===== src/rtl/if_id_queue_pkg.sv =====
// Shared widths and helper types for the IF/ID instruction queue.
package if_id_queue_pkg;

  // Width constants for the instruction-address bus and the instruction bus.
  localparam int unsigned IFQ_ADDR_W = 32;
  localparam int unsigned IFQ_INST_W = 32;

  // Bubble value presented to ID when the queue is empty.
  localparam logic [31:0] IFQ_ZERO_WORD = 32'h0000_0000;

  // Per-cycle queue operation, indexed as {pop, push}.
  typedef enum logic [1:0] {
    OP_IDLE = 2'b00,
    OP_PUSH = 2'b01,
    OP_POP  = 2'b10,
    OP_BOTH = 2'b11
  } q_op_e;

  function automatic q_op_e q_op(input logic push, input logic pop);
    return q_op_e'({pop, push});
  endfunction

endpackage


===== src/rtl/if_id_queue_mem.sv =====
// Queue storage: register array, one synchronous write port, one async read port.
module if_id_queue_mem #(
  parameter int unsigned DEPTH = 4,
  parameter int unsigned AW    = 2,
  parameter int unsigned W     = 64
) (
  input  logic          clk,
  input  logic          we,
  input  logic [AW-1:0] waddr,
  input  logic [W-1:0]  wdata,
  input  logic [AW-1:0] raddr,
  output logic [W-1:0]  rdata
);

  logic [W-1:0] mem_q [DEPTH];

  // Write the addressed entry on a push; contents are not reset.
  always_ff @(posedge clk) begin
    if (we) begin
      mem_q[waddr] <= wdata;
    end
  end

  assign rdata = mem_q[raddr];

endmodule


===== src/rtl/if_id_queue.sv =====
// IF/ID instruction queue: in-order FIFO between fetch and decode with flush.
module if_id_queue
  import if_id_queue_pkg::*;
#(
  parameter int unsigned DEPTH  = 4,
  parameter int unsigned ADDR_W = IFQ_ADDR_W,
  parameter int unsigned INST_W = IFQ_INST_W
) (
  input  logic                       clk,
  input  logic                       rst,
  input  logic                       flush,
  input  logic                       if_valid,
  input  logic [ADDR_W-1:0]          if_pc,
  input  logic [INST_W-1:0]          if_inst,
  output logic                       if_ready,
  input  logic                       id_ready,
  output logic                       id_valid,
  output logic [ADDR_W-1:0]          id_pc,
  output logic [INST_W-1:0]          id_inst,
  output logic [$clog2(DEPTH+1)-1:0] count
);

  localparam int unsigned PW = $clog2(DEPTH);
  localparam int unsigned CW = $clog2(DEPTH + 1);
  localparam int unsigned EW = ADDR_W + INST_W;
  localparam logic [CW-1:0] FULL = CW'(DEPTH);

  logic [PW-1:0] wr_ptr_q, wr_ptr_d;
  logic [PW-1:0] rd_ptr_q, rd_ptr_d;
  logic [CW-1:0] count_q, count_d;
  logic          push, pop;
  logic [EW-1:0] rd_entry;

  assign if_ready = (count_q != FULL);
  assign id_valid = (count_q != '0);
  assign push     = if_valid && if_ready && !flush;
  assign pop      = id_valid && id_ready && !flush;
  assign count    = count_q;

  // Empty queue presents the zero word as a bubble.
  assign id_pc   = id_valid ? rd_entry[EW-1:INST_W] : '0;
  assign id_inst = id_valid ? rd_entry[INST_W-1:0]  : '0;

  if_id_queue_mem #(
    .DEPTH (DEPTH),
    .AW    (PW),
    .W     (EW)
  ) u_mem (
    .clk   (clk),
    .we    (push),
    .waddr (wr_ptr_q),
    .wdata ({if_pc, if_inst}),
    .raddr (rd_ptr_q),
    .rdata (rd_entry)
  );

  // Next-state for pointers and occupancy; flush empties the queue by aligning the read pointer.
  always_comb begin
    wr_ptr_d = wr_ptr_q;
    rd_ptr_d = rd_ptr_q;
    count_d  = count_q;
    if (flush) begin
      rd_ptr_d = wr_ptr_q;
      count_d  = '0;
    end else begin
      unique case (q_op(push, pop))
        OP_PUSH: begin
          wr_ptr_d = wr_ptr_q + 1'b1;
          count_d  = count_q + 1'b1;
        end
        OP_POP: begin
          rd_ptr_d = rd_ptr_q + 1'b1;
          count_d  = count_q - 1'b1;
        end
        OP_BOTH: begin
          wr_ptr_d = wr_ptr_q + 1'b1;
          rd_ptr_d = rd_ptr_q + 1'b1;
        end
        default: ;
      endcase
    end
  end

  // State registers; reset overrides flush and handshakes.
  always_ff @(posedge clk) begin
    if (rst) begin
      wr_ptr_q <= '0;
      rd_ptr_q <= '0;
      count_q  <= '0;
    end else begin
      wr_ptr_q <= wr_ptr_d;
      rd_ptr_q <= rd_ptr_d;
      count_q  <= count_d;
    end
  end

  // Occupancy must stay within 0..DEPTH.
  always_ff @(posedge clk) begin
    if (!rst) begin
      assert (count_q <= FULL) else $error("if_id_queue: count overflow");
      if (push && !pop) assert (count_q != FULL) else $error("if_id_queue: push when full");
      if (pop && !push) assert (count_q != '0) else $error("if_id_queue: pop when empty");
    end
  end

endmodule

===== config.mk =====
export PLATFORM = sky130hd
export DESIGN_NAME = if_id_queue
export DESIGN_NICKNAME = d
export VERILOG_FILES = /design/src/rtl/if_id_queue_pkg.sv /design/src/rtl/if_id_queue_mem.sv /design/src/rtl/if_id_queue.sv
export SDC_FILE = /design/constraint.sdc
export NUM_CORES = 1
export LEC_CHECK = 0
export ABC_AREA = 1
export BUFFER_PORTS_ARGS = -buffer_cell sky130_fd_sc_hd__buf_2
export CORE_ASPECT_RATIO = 1.25
export CORE_UTILIZATION = 40
export DETAILED_ROUTE_END_ITERATION = 10
export PLACE_DENSITY_LB_ADDON = 0.08
export RECOVER_POWER = 25
export SKIP_LAST_GASP = 1
export SYNTH_ARGS = -nofsm -noshare
export SYNTH_HDL_FRONTEND = slang
export SYNTH_SLANG_ARGS = --single-unit

===== constraint.sdc =====
create_clock -name clk -period 11.05 [get_ports clk]
set_input_delay 1.6575 -clock clk [delete_from_list [all_inputs] [get_ports clk]]
set_output_delay 1.6575 -clock clk [all_outputs]
set_load 0.02 [all_outputs]

# Word level (Yosys, flattened, before mapping)
# Memories as Yosys holds them, arrays and structs flattened. A register that Yosys moved wholly into a read port is not among the register bits.
# Cells that the tools add are included.
word_totals:
  register_bits: 7
  mem_bits_rw: 256
  in_bits: 69
  out_inout_bits: 69
  word_cells: 34
  mem_count: 1
op_classes:
  n_addsub: 4
  n_eq_ne: 4
  mux: 9
  n_bitwise: 1
  reduce_logical: 12
memory_table:
  columns: ["name", "depth", "word_bits", "read_ports", "rd_clocked_by_memory_dff", "write_ports", "line_no", "rtl"]
  rows:
  - ["u_mem.mem_q", 4, 64, 1, 1, 1, "if_id_queue_mem.sv:15", "logic [W-1:0] mem_q [DEPTH];"]
ops:
  columns: ["operator", "n"]
  rows:
  - ["$mux 32", 2]
  - ["$mux 2", 4]
  - ["$pmux 3 s2", 1]
  - ["$reduce_or 2->1", 3]
  - ["$add 2x1->2 const B", 2]
  - ["$eq 2x2->1 const B", 2]
  - ["$logic_and 1x1->1", 4]
  - ["$reduce_bool 2->1", 2]
  - ["$add 3x1->3 const B", 1]
  - ["$ne 3x3->1 const B", 1]
  - ["$reduce_bool 3->1", 1]
  - ["$sub 3x1->3 const B", 1]
  - ["$eq 2x1->1 const B", 1]
  - ["$mux 1", 2]
  - ["$reduce_and 2->1", 1]
  - ["$logic_not 1->1", 1]
  - ["$not 1->1", 1]

# Logic depth before layout (Yosys ltp)
# Gate-level depths: netlist (run 1).
depth:
  ltp_word: 9
  mapped_depth: 12
  mapped_depth_nobuf: 12

# Modules after synthesis
# A second synthesis (run 1) with hierarchy kept.
hier_totals:
  cells_unflattened: 1212
  area_unflattened_um2: 11730.0
by_module_without_submodules:
  columns: ["module", "n_inst", "cells_each", "area_each_um2", "seq_area_each_um2"]
  rows:
  - ["if_id_queue_mem", 1, 1010, 10761.6, 7687.4]
  - ["if_id_queue", 1, 202, 968.4, 140.1]

# Least setup slack after synthesis (run 1)
# Ideal clock, no wire load.
synth_timing:
  path_type: "in2reg"
  from: "in if_valid"
  to: "mem u_mem.mem_q[0][0], enable pin"
  setup_ns: 0.487
  arrival_time_ns: 4.757
  required_ns: 10.563
  path_slack_ns: 5.806
  cell_stages: 4
  n_path_buf: 0
  cell_sequence: "inv_1 nor2_1 nand2_1 nor2_1"
synth_via:
  elab_chain_len: 4
synth_rtl:
  columns: ["item", "line_no", "rtl"]
  rows:
  - ["start, declared", "if_id_queue.sv:12", "input logic if_valid,"]
  - ["$logic_and 1x1->1 (2 in series)", "if_id_queue.sv:36", "assign push = if_valid && if_ready && !flush;"]
  - ["$mux 1", "if_id_queue_mem.sv:19", "if (we) begin"]
  - ["$mux 1 (implied by the code)", "if_id_queue_mem.sv:20", "mem_q[waddr] <= wdata;"]
  - ["end, declared", "if_id_queue_mem.sv:15", null]
# Every way passes these cells.

==> summary.md, run 1 <==
| Metric | Value |
|---|---|
| Run status | `finished, final reports clean` |
| Buffer depth of the longest clock path | `3` |
| Post-synth net total | `979` |
| Clock sinks | `265` |
| Core area | `26100 sq um` |
| Minimum setup slack in the final design | `6.20 ns` |
| Number of iterations in the first detailed-routing pass | `7` |
| Headroom to the max-slew limit | `33.4%` |
| CP startpoint kind | `flop` |
| Setup Total Neg Slack | `0 ns` |
| Die outline height | `184 um` |
| Std-Cell Rows | `66` |
| Maximum clock frequency | `206 MHz` |
| Sort of element at the end of the critical path | `primary output` |
| Count of synthesis-stage warnings from yosys | `0` |
| Share of final-layout standard cells stronger than drive strength 1 | `14.0%` |
| Critical setup path kind | `flop to primary output` |
| Hold buffer count at CTS | `0` |
| Worst flop-to-flop path endpoint | `u_mem.mem_q[3][34]` |
| Leading cell types in the layout, fill and taps excluded | `nand2_1 (275), edfxtp_1 (256), nor2_1 (137)` |
| Minimum period implied by the final worst setup slack | `4.85 ns` |
| TritonCTS Buffers | `27` |
| Fin cells | `1388` |
| Hpwl dp | `12400 um` |
| Critical R2R Launch | `count[0]` |
| Data arrival time of the critical path | `3.20 ns` |
| TritonCTS clock tree | `yes` |
| Antenna violations before repair | `1` |
| Distinct cells, synth | `21` |
| Switching part of the total | `22.4%` |
| Power density over the cells | `178 nW/um^2` |
| End of the worst hold path | `count[0]` |
| Peak ir drop on the vdd network | `0.133 mV` |
| Number of cells traversed by the worst hold path | `2` |
| Worst-Margin Slew | `0.997 ns` |
| DRC errors left | `0` |
| Clock Skews | `0.0121 ns` |
| Worst skew pair latency | `0.52 ns` |
| Clock-pin slew on the worst setup and hold paths | `0.06 ns` |
| Mean routed wirelength per cell | `16.4 um` |
| Final layout net count | `1104` |
| Largest net degree at the start of global routing | `88` |
| Number of I/O pins | `138` |
| Number of buffers inserted to repair setup after CTS | `0` |
| Port Buf Inserts | `137` |
| Clock network power share | `40.4%` |
| # diodes | `0` |
| Final ANT Viol Nets | `0` |
| Switching Power | `0.495 mW` |
| DIE AREA | `27300 sq um` |
| X dimension of the die | `148 um` |
| Leakage | `4.78 nW` |
| Via count of the first global-routing pass | `6527` |
| Worst EP required | `9.39 ns` |
| Placer's final routability congestion estimate | `0.699` |
| Iter 0 DRT Violations | `400` |
| Number of instances in the synthesized netlist | `903` |
| Fill cells | `2446` |
| Path category of the worst min-delay check | `flop to flop` |
| Part of the total power dissipated in sequential elements | `51.7%` |
| Grt total ovfl | `0` |
| Vias per std cell | `4.76` |
| P&R area growth vs syn | `16.1%` |
| Post-route fraction of the period consumed by the critical path | `43.9%` |
| Post-Layout Inst Area | `12400 sq um` |
| Syn avg cell area | `11.8 sq um` |
| CTS resizes | `0` |
| Cell Count Post-Placement | `1339` |
| Worst R2R Setup Slack | `8.12 ns` |
| Number of storage elements in the synthesis netlist | `265` |
| Seq/Total Area, Yosys | `73.9%` |
| Depth of the worst register-to-register path | `5` |
| Total routed wirelength | `22800 um` |
| CTS root buf | `clkbuf_16` |
| Leading cell type in the layout, fill and taps excluded | `nand2_1` |
| Post-Place Worst Slack | `6.67 ns` |
| Launch point of the worst hold path | `count[0]` |
| Final count of pins violating max slew | `0` |
| Starting utilization of the core area | `40.8%` |
| Total Power | `2.20 mW` |
| Post-Place Cell Area | `11600 sq um` |
| Post-Syn Area | `10600 sq um` |
| Final number of setup-violating endpoints | `0` |
| Internal power | `1.71 mW` |
| Number of failing hold endpoints at the final stage | `0` |
| Overall global routing resource usage | `16.9%` |
| Max-cap violation count | `0` |
| Wire length of the first global-routing pass | `35700 um` |
| Logic pwr share | `7.9%` |
| H-Tree Depth | `1` |
| Detailed-route via count | `6608` |
| Unrepaired setup endpoints after global routing | `no` |
| Crit Path Max Fanout | `87` |
[routing by layer]
| layer | wire, um | up-vias | global-route usage (%) |
|---|---|---|---|
| met5 | 11 | - | 0 |
| met4 | 300 | 2 | 3.79 |
| met3 | 1040 | 28 | 2.52 |
| met2 | 10900 | 137 | 28.6 |
| met1 | 10500 | 3126 | 22.9 |
| li1 | - | 3315 | - |
[cells in the mapped netlist (all sizes together)]
| cell | n | area (sq um) |
|---|---|---|
| nor2 | 141 | 529 |
| nor3 | 1 | 10.0 |
| nand3b | 1 | 7.51 |
| or2 | 1 | 6.26 |
| a21oi | 68 | 340 |
| nand2 | 275 | 1030 |
| o21ai | 66 | 330 |
| clkbuf | 11 | 41.3 |
| inv | 24 | 90.1 |
| edfxtp | 256 | 7690 |
| buf | 38 | 267 |
| nand3 | 4 | 20.0 |
| nand4 | 1 | 6.26 |
| fa | 1 | 20.0 |
| dfxtp | 9 | 180 |
| ha | 6 | 75.1 |
[state kept, by name, summed over array words and instances, names as in the netlist, named ones only]
signal       flops
count            3
wr_ptr_q         2
rd_ptr_q         2
u_mem.mem_q    256
[how the worst max path moves through the flow]
stage	end	slack, ns	depth (start not counted)	from
6_report	id_inst[13]	6.20	7	flop
5_1_grt	id_inst[13]	5.85	7	flop
4_1_cts	id_inst[13]	6.12	7	flop
3_5_place_dp	u_mem.mem_q[3][26]	6.67	5	flush
3_3_place_gp	u_mem.mem_q[3][16]	6.70	5	flush
2_1_floorplan	u_mem.mem_q[0][0]	5.81	4	if_valid
[cells by family after synthesis]
| family | synth area share (%) |
|---|---|
| DFF | 73.9 |
| AOI/OAI and AO/OA | 6.30 |
| and+or+nand+nor | 15.1 |
| buffers and inverters | 3.74 |
| adders and majority gates | 0.893 |
[stage by stage]
stage          hold WS, ns  util [%]
3_3_place_gp         0.534      44.3
3_5_place_dp         0.529      44.3
6_report             0.540      47.4
4_1_cts              0.544      47.6
5_1_grt              0.567      47.4
2_1_floorplan        0.498         -
[power by group through the flow]
stage	registers, mW	logic, mW	clock network (mW)
after detailed placement	1.16	0.180	0
final	1.14	0.174	0.891
after CTS	1.14	0.181	0.912
after global routing	1.14	0.198	0.953
after floorplan	1.16	0.122	0
after global placement	1.16	0.179	0
[critical path, stage by stage (launching register included)]
cell and delay [ns]:
dfxtp_4 0.57, inv_4 0.46, buf_4 0.78, nand2_1 0.10, nand2_1 0.10, nand2_1 0.05, a21oi_1 0.29, buf_2 0.22
[layout make-up]
cell class                 count  area, sq um  share of cell area [%]
clock buffer                  42          752                    6.08
tap                          340          425                    3.44
clock inverter                 7          108                   0.871
timing repair buffer         145          694                    5.62
multi-input combinational    565         2410                    19.5
inverter                      24         95.1                   0.769
sequential                   265         7870                    63.7
No activity file was read; power rests on OpenSTA's default activity.
==> run 2, diff against run 1 <==
==> constraint.sdc (replaced) <==
create_clock -name clk -period 3.9 [get_ports clk]
set_input_delay 0.585 -clock clk [delete_from_list [all_inputs] [get_ports clk]]
set_output_delay 0.585 -clock clk [all_outputs]
set_load 0.02 [all_outputs]
==> summary.md, run 2 (synthesized netlist as in run 1, its figures left out) <==
| Metric | Value |
|---|---|
| Run status | `finished, final reports clean` |
| Hold buffer count at CTS | `0 (unchanged)` |
| DIE AREA | `27300 sq um (unchanged)` |
| Final number of setup-violating endpoints | `0 (unchanged)` |
| Vias per std cell | `4.82 (+1.2%)` |
| Via count of the first global-routing pass | `6699 (+2.6%)` |
| Mean routed wirelength per cell | `16.2 um (-1.2%)` |
| Switching Power | `1.40 mW (+180%)` |
| Number of buffers inserted to repair setup after CTS | `0 (unchanged)` |
| Starting utilization of the core area | `40.8% (unchanged)` |
| Detailed-route via count | `6718 (+1.7%)` |
| Part of the total power dissipated in sequential elements | `53.5% (+1.8 points)` |
| Std-Cell Rows | `66 (unchanged)` |
| CP startpoint kind | `flop` |
| Sort of element at the end of the critical path | `primary output` |
| Leading cell type in the layout, fill and taps excluded | `nand2_1` |
| Final ANT Viol Nets | `0 (unchanged)` |
| Overall global routing resource usage | `16.7% (-0.15 points)` |
| TritonCTS clock tree | `yes` |
| Register bank with the most flops | `u_mem.mem_q` |
| Number of iterations in the first detailed-routing pass | `5 (-2)` |
| Clock sinks | `265 (unchanged)` |
| Total routed wirelength | `22600 um (-0.72%)` |
| Number of I/O pins | `138 (unchanged)` |
| Final Util | `47.3% (about the same)` |
| Max-cap violation count | `0 (unchanged)` |
| Leading cell types in the layout, fill and taps excluded | `nand2_1 (275), edfxtp_1 (256), nor2_1 (137)` |
| Clock Skews | `0.0106 ns (-0.00146 ns)` |
| Clock network power share | `37.9% (-2.5 points)` |
| Antenna violations before repair | `3 (+2)` |
| TritonCTS Buffers | `27 (unchanged)` |
| Fin cells | `1394 (+0.43%)` |
| Maximum clock frequency | `332 MHz` |
| Unrepaired setup endpoints after global routing | `no` |
| DRC errors left | `0 (unchanged)` |
| Headroom to the max-slew limit | `30.5% (-2.9 points)` |
| Worst R2R Setup Slack | `1.66 ns (-6.46 ns)` |
| Switching part of the total | `23.3% (+0.88 points)` |
| Worst EP required | `3.31 ns (-6.08 ns)` |
| Share of final-layout standard cells stronger than drive strength 1 | `14.4% (+0.41 points)` |
| Number of failing hold endpoints at the final stage | `0 (unchanged)` |
| Post-route fraction of the period consumed by the critical path | `77.2%` |
| Largest net degree at the start of global routing | `129 (+47%)` |
| Minimum period implied by the final worst setup slack | `3.01 ns` |
| Power density over the cells | `486 nW/um^2 (+170%)` |
| Final count of pins violating max slew | `0 (unchanged)` |
| Placer's final routability congestion estimate | `0.721 (+3.1%)` |
| Worst-Margin Slew | `1.04 ns (+0.0456 ns)` |
| Final layout net count | `1110 (+0.54%)` |
| Internal power | `4.60 mW (+170%)` |
| Logic pwr share | `8.6% (+0.7 points)` |
| X dimension of the die | `148 um (unchanged)` |
| Peak ir drop on the vdd network | `0.301 mV (+130%)` |
| Core area | `26100 sq um (unchanged)` |
| CTS resizes | `0 (unchanged)` |
| H-Tree Depth | `1 (unchanged)` |
| Port Buf Inserts | `137 (unchanged)` |
| Iter 0 DRT Violations | `365 (-8.8%)` |
| Buffer depth of the longest clock path | `3 (unchanged)` |
| Path category of the worst min-delay check | `input port to flop` |
| Critical setup path kind | `flop to primary output` |
| Wire length of the first global-routing pass | `35400 um (-0.87%)` |
| Number of flip-flops in the largest register | `256 (unchanged)` |
| Crit Path Max Fanout | `93 (+6.9%)` |
| CTS root buf | `clkbuf_16` |
| Cell Count Post-Placement | `1345 (+0.45%)` |
| Worst skew pair latency | `0.52 ns (about the same)` |
| Data arrival time of the critical path | `2.43 ns (-0.77 ns)` |
| Leakage | `4.78 nW (about the same)` |
| Grt total ovfl | `0 (unchanged)` |
| Clock-pin slew on the worst setup and hold paths | `0.06 ns (about the same)` |
| Hpwl dp | `12200 um (-1.4%)` |
| P&R area growth vs syn | `16.1% (about the same)` |
| Die outline height | `184 um (unchanged)` |
[run 2: cell count changes in the layout (fill, tap and decap cells not counted), moves of 2 or more]
| cell | before | now |
|---|---|---|
| clkinv_1 | 2 | 9 |
| clkbuf_8 | 2 | 0 |
| bufinv_16 | 3 | 0 |
| clkbuf_1 | 54 | 47 |
| buf_4 | 8 | 11 |
| clkinv_2 | 2 | 4 |
| buf_12 | 0 | 3 |
[run 2: final cells by class]
class	count	area (sq um)
antenna	1	2.50
clock buffer	33	698
clock inverter	15	70.1
fill	2493	13700
inverter	24	95.1
multi-input combinational	565	2410
sequential	265	7870
tap	340	425
timing repair buffer	151	777
[run 2: metrics by stage]
stage	total power, mW	TNS (ns)	hold WS, ns	setup WS (ns)	area, sq um
3_3_place_gp	3.80	0	0.527	1.37	11600
6_report	6.00	0	0.283	0.887	12400
4_1_cts	6.08	0	0.258	0.798	12400
2_1_floorplan	3.62	-103.10	0.498	-0.403	10600
3_5_place_dp	3.80	0	0.525	1.35	11600
5_1_grt	6.24	0	0.278	0.668	12400
[run 2: final timing paths]
| check | depth (start not counted) | from | to |
|---|---|---|---|
| setup / recovery | 5 | flop | id_inst[19] |
| hold / removal | 1 | if_pc[17] | u_mem.mem_q[2][49] |
| setup reg to reg | 10 | count[2] | count[2] |
| hold reg to reg | 2 | count[0] | count[0] |
[run 2: power by group through the flow]
| stage | Sequential, mW | Clock [mW] | Combinational (mW) |
|---|---|---|---|
| floorplan | 3.27 | 0 | 0.346 |
| global placement | 3.27 | 0 | 0.529 |
| detailed placement | 3.27 | 0 | 0.533 |
| CTS | 3.21 | 2.34 | 0.535 |
| global route | 3.21 | 2.44 | 0.588 |
| finish | 3.21 | 2.27 | 0.516 |
[run 2: metal layers]
| layer | track usage, % | part of all wire, % | wire (um) | vias to the layer above |
|---|---|---|---|---|
| met1 | 21.5 | 43 | 9740 | 3194 |
| met2 | 29.2 | 49 | 11200 | 153 |
| li1 | - | - | - | 3331 |
| met4 | 3.92 | 1.6 | 367 | 4 |
| met3 | 3.24 | 5.8 | 1320 | 36 |
| met5 | 0 | 0.10 | 23 | - |
[run 2: worst max-delay path, cell delays in order (launching register included)]
cell     delay (ns)
dfxtp_1        0.32
inv_4          0.71
buf_4          0.38
nand2_1        0.08
a21oi_1        0.19
buf_2          0.20
==> run 3, diff against run 2 <==
==> constraint.sdc (replaced) <==
create_clock -name clk -period 3.11 [get_ports clk]
set_input_delay 0.4665 -clock clk [delete_from_list [all_inputs] [get_ports clk]]
set_output_delay 0.4665 -clock clk [all_outputs]
set_load 0.02 [all_outputs]
==> summary.md, run 3 (synthesized netlist as in run 1, its figures left out) <==
| Metric | Value |
|---|---|
| Run status | `finished, final reports clean` |
| Register bank with the most flops | `u_mem.mem_q` |
| Peak ir drop on the vdd network | `0.515 mV (+71%)` |
| Sort of element at the end of the critical path | `primary output` |
| P&R area growth vs syn | `16.8%` |
| Final count of pins violating max slew | `0 (unchanged)` |
| Hpwl dp | `13300 um (+9.0%)` |
| Post-Place Worst Slack | `0.758 ns (-0.593 ns)` |
| Number of I/O pins | `138 (unchanged)` |
| TritonCTS Buffers | `27 (unchanged)` |
| CP max stage delay | `0.48 ns (-0.23 ns)` |
| Detailed-route via count | `6706 (-0.18%)` |
| Buffer depth of the longest clock path | `3 (unchanged)` |
| Multi-input logic area | `2410 sq um (unchanged)` |
| Starting utilization of the core area | `40.8% (unchanged)` |
| Leading cell types in the layout, fill and taps excluded | `nand2_1 (275), edfxtp_1 (256), nor2_1 (137)` |
| Clock-pin slew on the worst setup and hold paths | `0.06 ns (about the same)` |
| Number of iterations in the first detailed-routing pass | `7 (+2)` |
| Max-cap violation count | `0 (unchanged)` |
| Power density over the cells | `607 nW/um^2 (+25%)` |
| Vias per std cell | `4.81 (-0.25%)` |
| Critical setup path kind | `flop to primary output` |
| Antenna violations before repair | `3 (unchanged)` |
| Via count of the first global-routing pass | `6710 (+0.16%)` |
| Cell Count Post-Placement | `1347 (+0.15%)` |
| DIE AREA | `27300 sq um (unchanged)` |
| CP Cell Sequence | `inv_4 -> buf_4 -> nand2_1 -> nand2_1 -> nand2_1 -> a21oi_1 -> buf_2` |
| Core area | `26100 sq um (unchanged)` |
| Data arrival time of the critical path | `2.40 ns (-0.03 ns)` |
| Leading cell type in the layout, fill and taps excluded | `nand2_1` |
| Largest net degree at the start of global routing | `78 (-40%)` |
| CP startpoint kind | `flop` |
| CTS resizes | `0 (unchanged)` |
| Hold buffer count at CTS | `0 (unchanged)` |
| Worst EP required | `2.64 ns (-0.67 ns)` |
| Wire length of the first global-routing pass | `36300 um (+2.4%)` |
| Final number of setup-violating endpoints | `0 (unchanged)` |
| X dimension of the die | `148 um (unchanged)` |
| Clock Skews | `0.00847 ns (-0.00216 ns)` |
| Crit Path Max Fanout | `53 (-43%)` |
| DRC errors left | `0 (unchanged)` |
| Most numerous cell on the critical path | `nand2_1` |
| Number of flip-flops in the largest register | `256 (unchanged)` |
| Register Area | `7870 sq um (unchanged)` |
| Worst skew pair latency | `0.52 ns (about the same)` |
| Unrepaired setup endpoints after global routing | `no` |
| Leakage | `4.81 nW (+0.62%)` |
| Slowest cell on the critical path | `inv_4` |
| Final Util | `47.6% (+0.28 points)` |
| CTS root buf | `clkbuf_16` |
| Port Buf Inserts | `137 (unchanged)` |
| Maximum clock frequency | `348 MHz` |
| Number of failing hold endpoints at the final stage | `0 (unchanged)` |
| Worst-Margin Slew | `0.914 ns (-0.128 ns)` |
| Std-Cell Rows | `66 (unchanged)` |
| Minimum setup slack in the final design | `0.240 ns (-0.647 ns)` |
| Post-route fraction of the period consumed by the critical path | `92.3%` |
| Clock sinks | `265 (unchanged)` |
| Number of buffers inserted to repair setup after CTS | `0 (unchanged)` |
| H-Tree Depth | `1 (unchanged)` |
| Final layout net count | `1112 (+0.18%)` |
| Share of final-layout standard cells stronger than drive strength 1 | `14.8% (+0.37 points)` |
| Headroom to the max-slew limit | `39.1% (+8.5 points)` |
| Final ANT Viol Nets | `0 (unchanged)` |
| Fin cells | `1395 (+0.072%)` |
| Placer's final routability congestion estimate | `0.751 (+4.2%)` |
| Mean routed wirelength per cell | `16.6 um (+2.1%)` |
| Path category of the worst min-delay check | `input port to flop` |
| Minimum period implied by the final worst setup slack | `2.87 ns` |
| Die outline height | `184 um (unchanged)` |
| Total routed wirelength | `23100 um (+2.2%)` |
| Iter 0 DRT Violations | `431 (+18%)` |
| TritonCTS clock tree | `yes` |
| Overall global routing resource usage | `17.3% (+0.60 points)` |
| Fill cells | `2473 (-0.80%)` |
| Grt total ovfl | `0 (unchanged)` |
-- run 3: layout make-up --
class                           instances  area share (%)
Sequential cell                       265            63.3
Multi-Input combinational cell        565            19.4
Timing Repair Buffer                  153            6.88
Clock buffer                           32            5.59
Tap cell                              340            3.42
Inverter                               24           0.765
Clock inverter                         15           0.564
Antenna cell                            1          0.0201
-- run 3: final timing paths --
| kind | startpoint | end | slack (ns) | depth (start not counted) |
|---|---|---|---|---|
| setup reg to reg | count[0] | count[2] | 0.91 | 12 |
| setup / recovery | flop | id_inst[13] | 0.24 | 7 |
| hold / removal | if_pc[8] | u_mem.mem_q[0][40] | 0.18 | 1 |
| hold reg to reg | count[0] | count[0] | 0.54 | 2 |
-- run 3: per-stage QoR --
step / cell area [sq um] / power (mW) / hold slack [ns] / setup TNS [ns]
floorplan: 10700 / 4.54 / 0.498 / -44.16
global placement: 11700 / 4.79 / 0.522 / 0
detailed placement: 11700 / 4.79 / 0.537 / 0
CTS: 12500 / 7.64 / 0.142 / 0
global route: 12400 / 7.85 / 0.172 / 0
finish: 12400 / 7.54 / 0.177 / 0
-- run 3: where the power goes --
group | switching, mW | total (mW) | internal, mW
Clock | 1.27 | 2.85 | 1.58
Combinational | 0.469 | 0.660 | 0.191
Sequential | 0.0293 | 4.03 | 4.00
-- run 3: critical path: cells and delay by family (launching register included) --
family	cells	cell delay, ns
compound gates	1	0.26
simple gates	3	0.16
buf+inv	3	1.00
flops	1	0.43
-- run 3: layer usage --
metal	vias up	GRT usage [%]	share of wire [%]
met1	3182	22.5	44
li1	3341	-	-
met3	24	3.22	5.1
met5	-	0	0.095
met2	155	30.2	50
met4	4	3.79	0.97
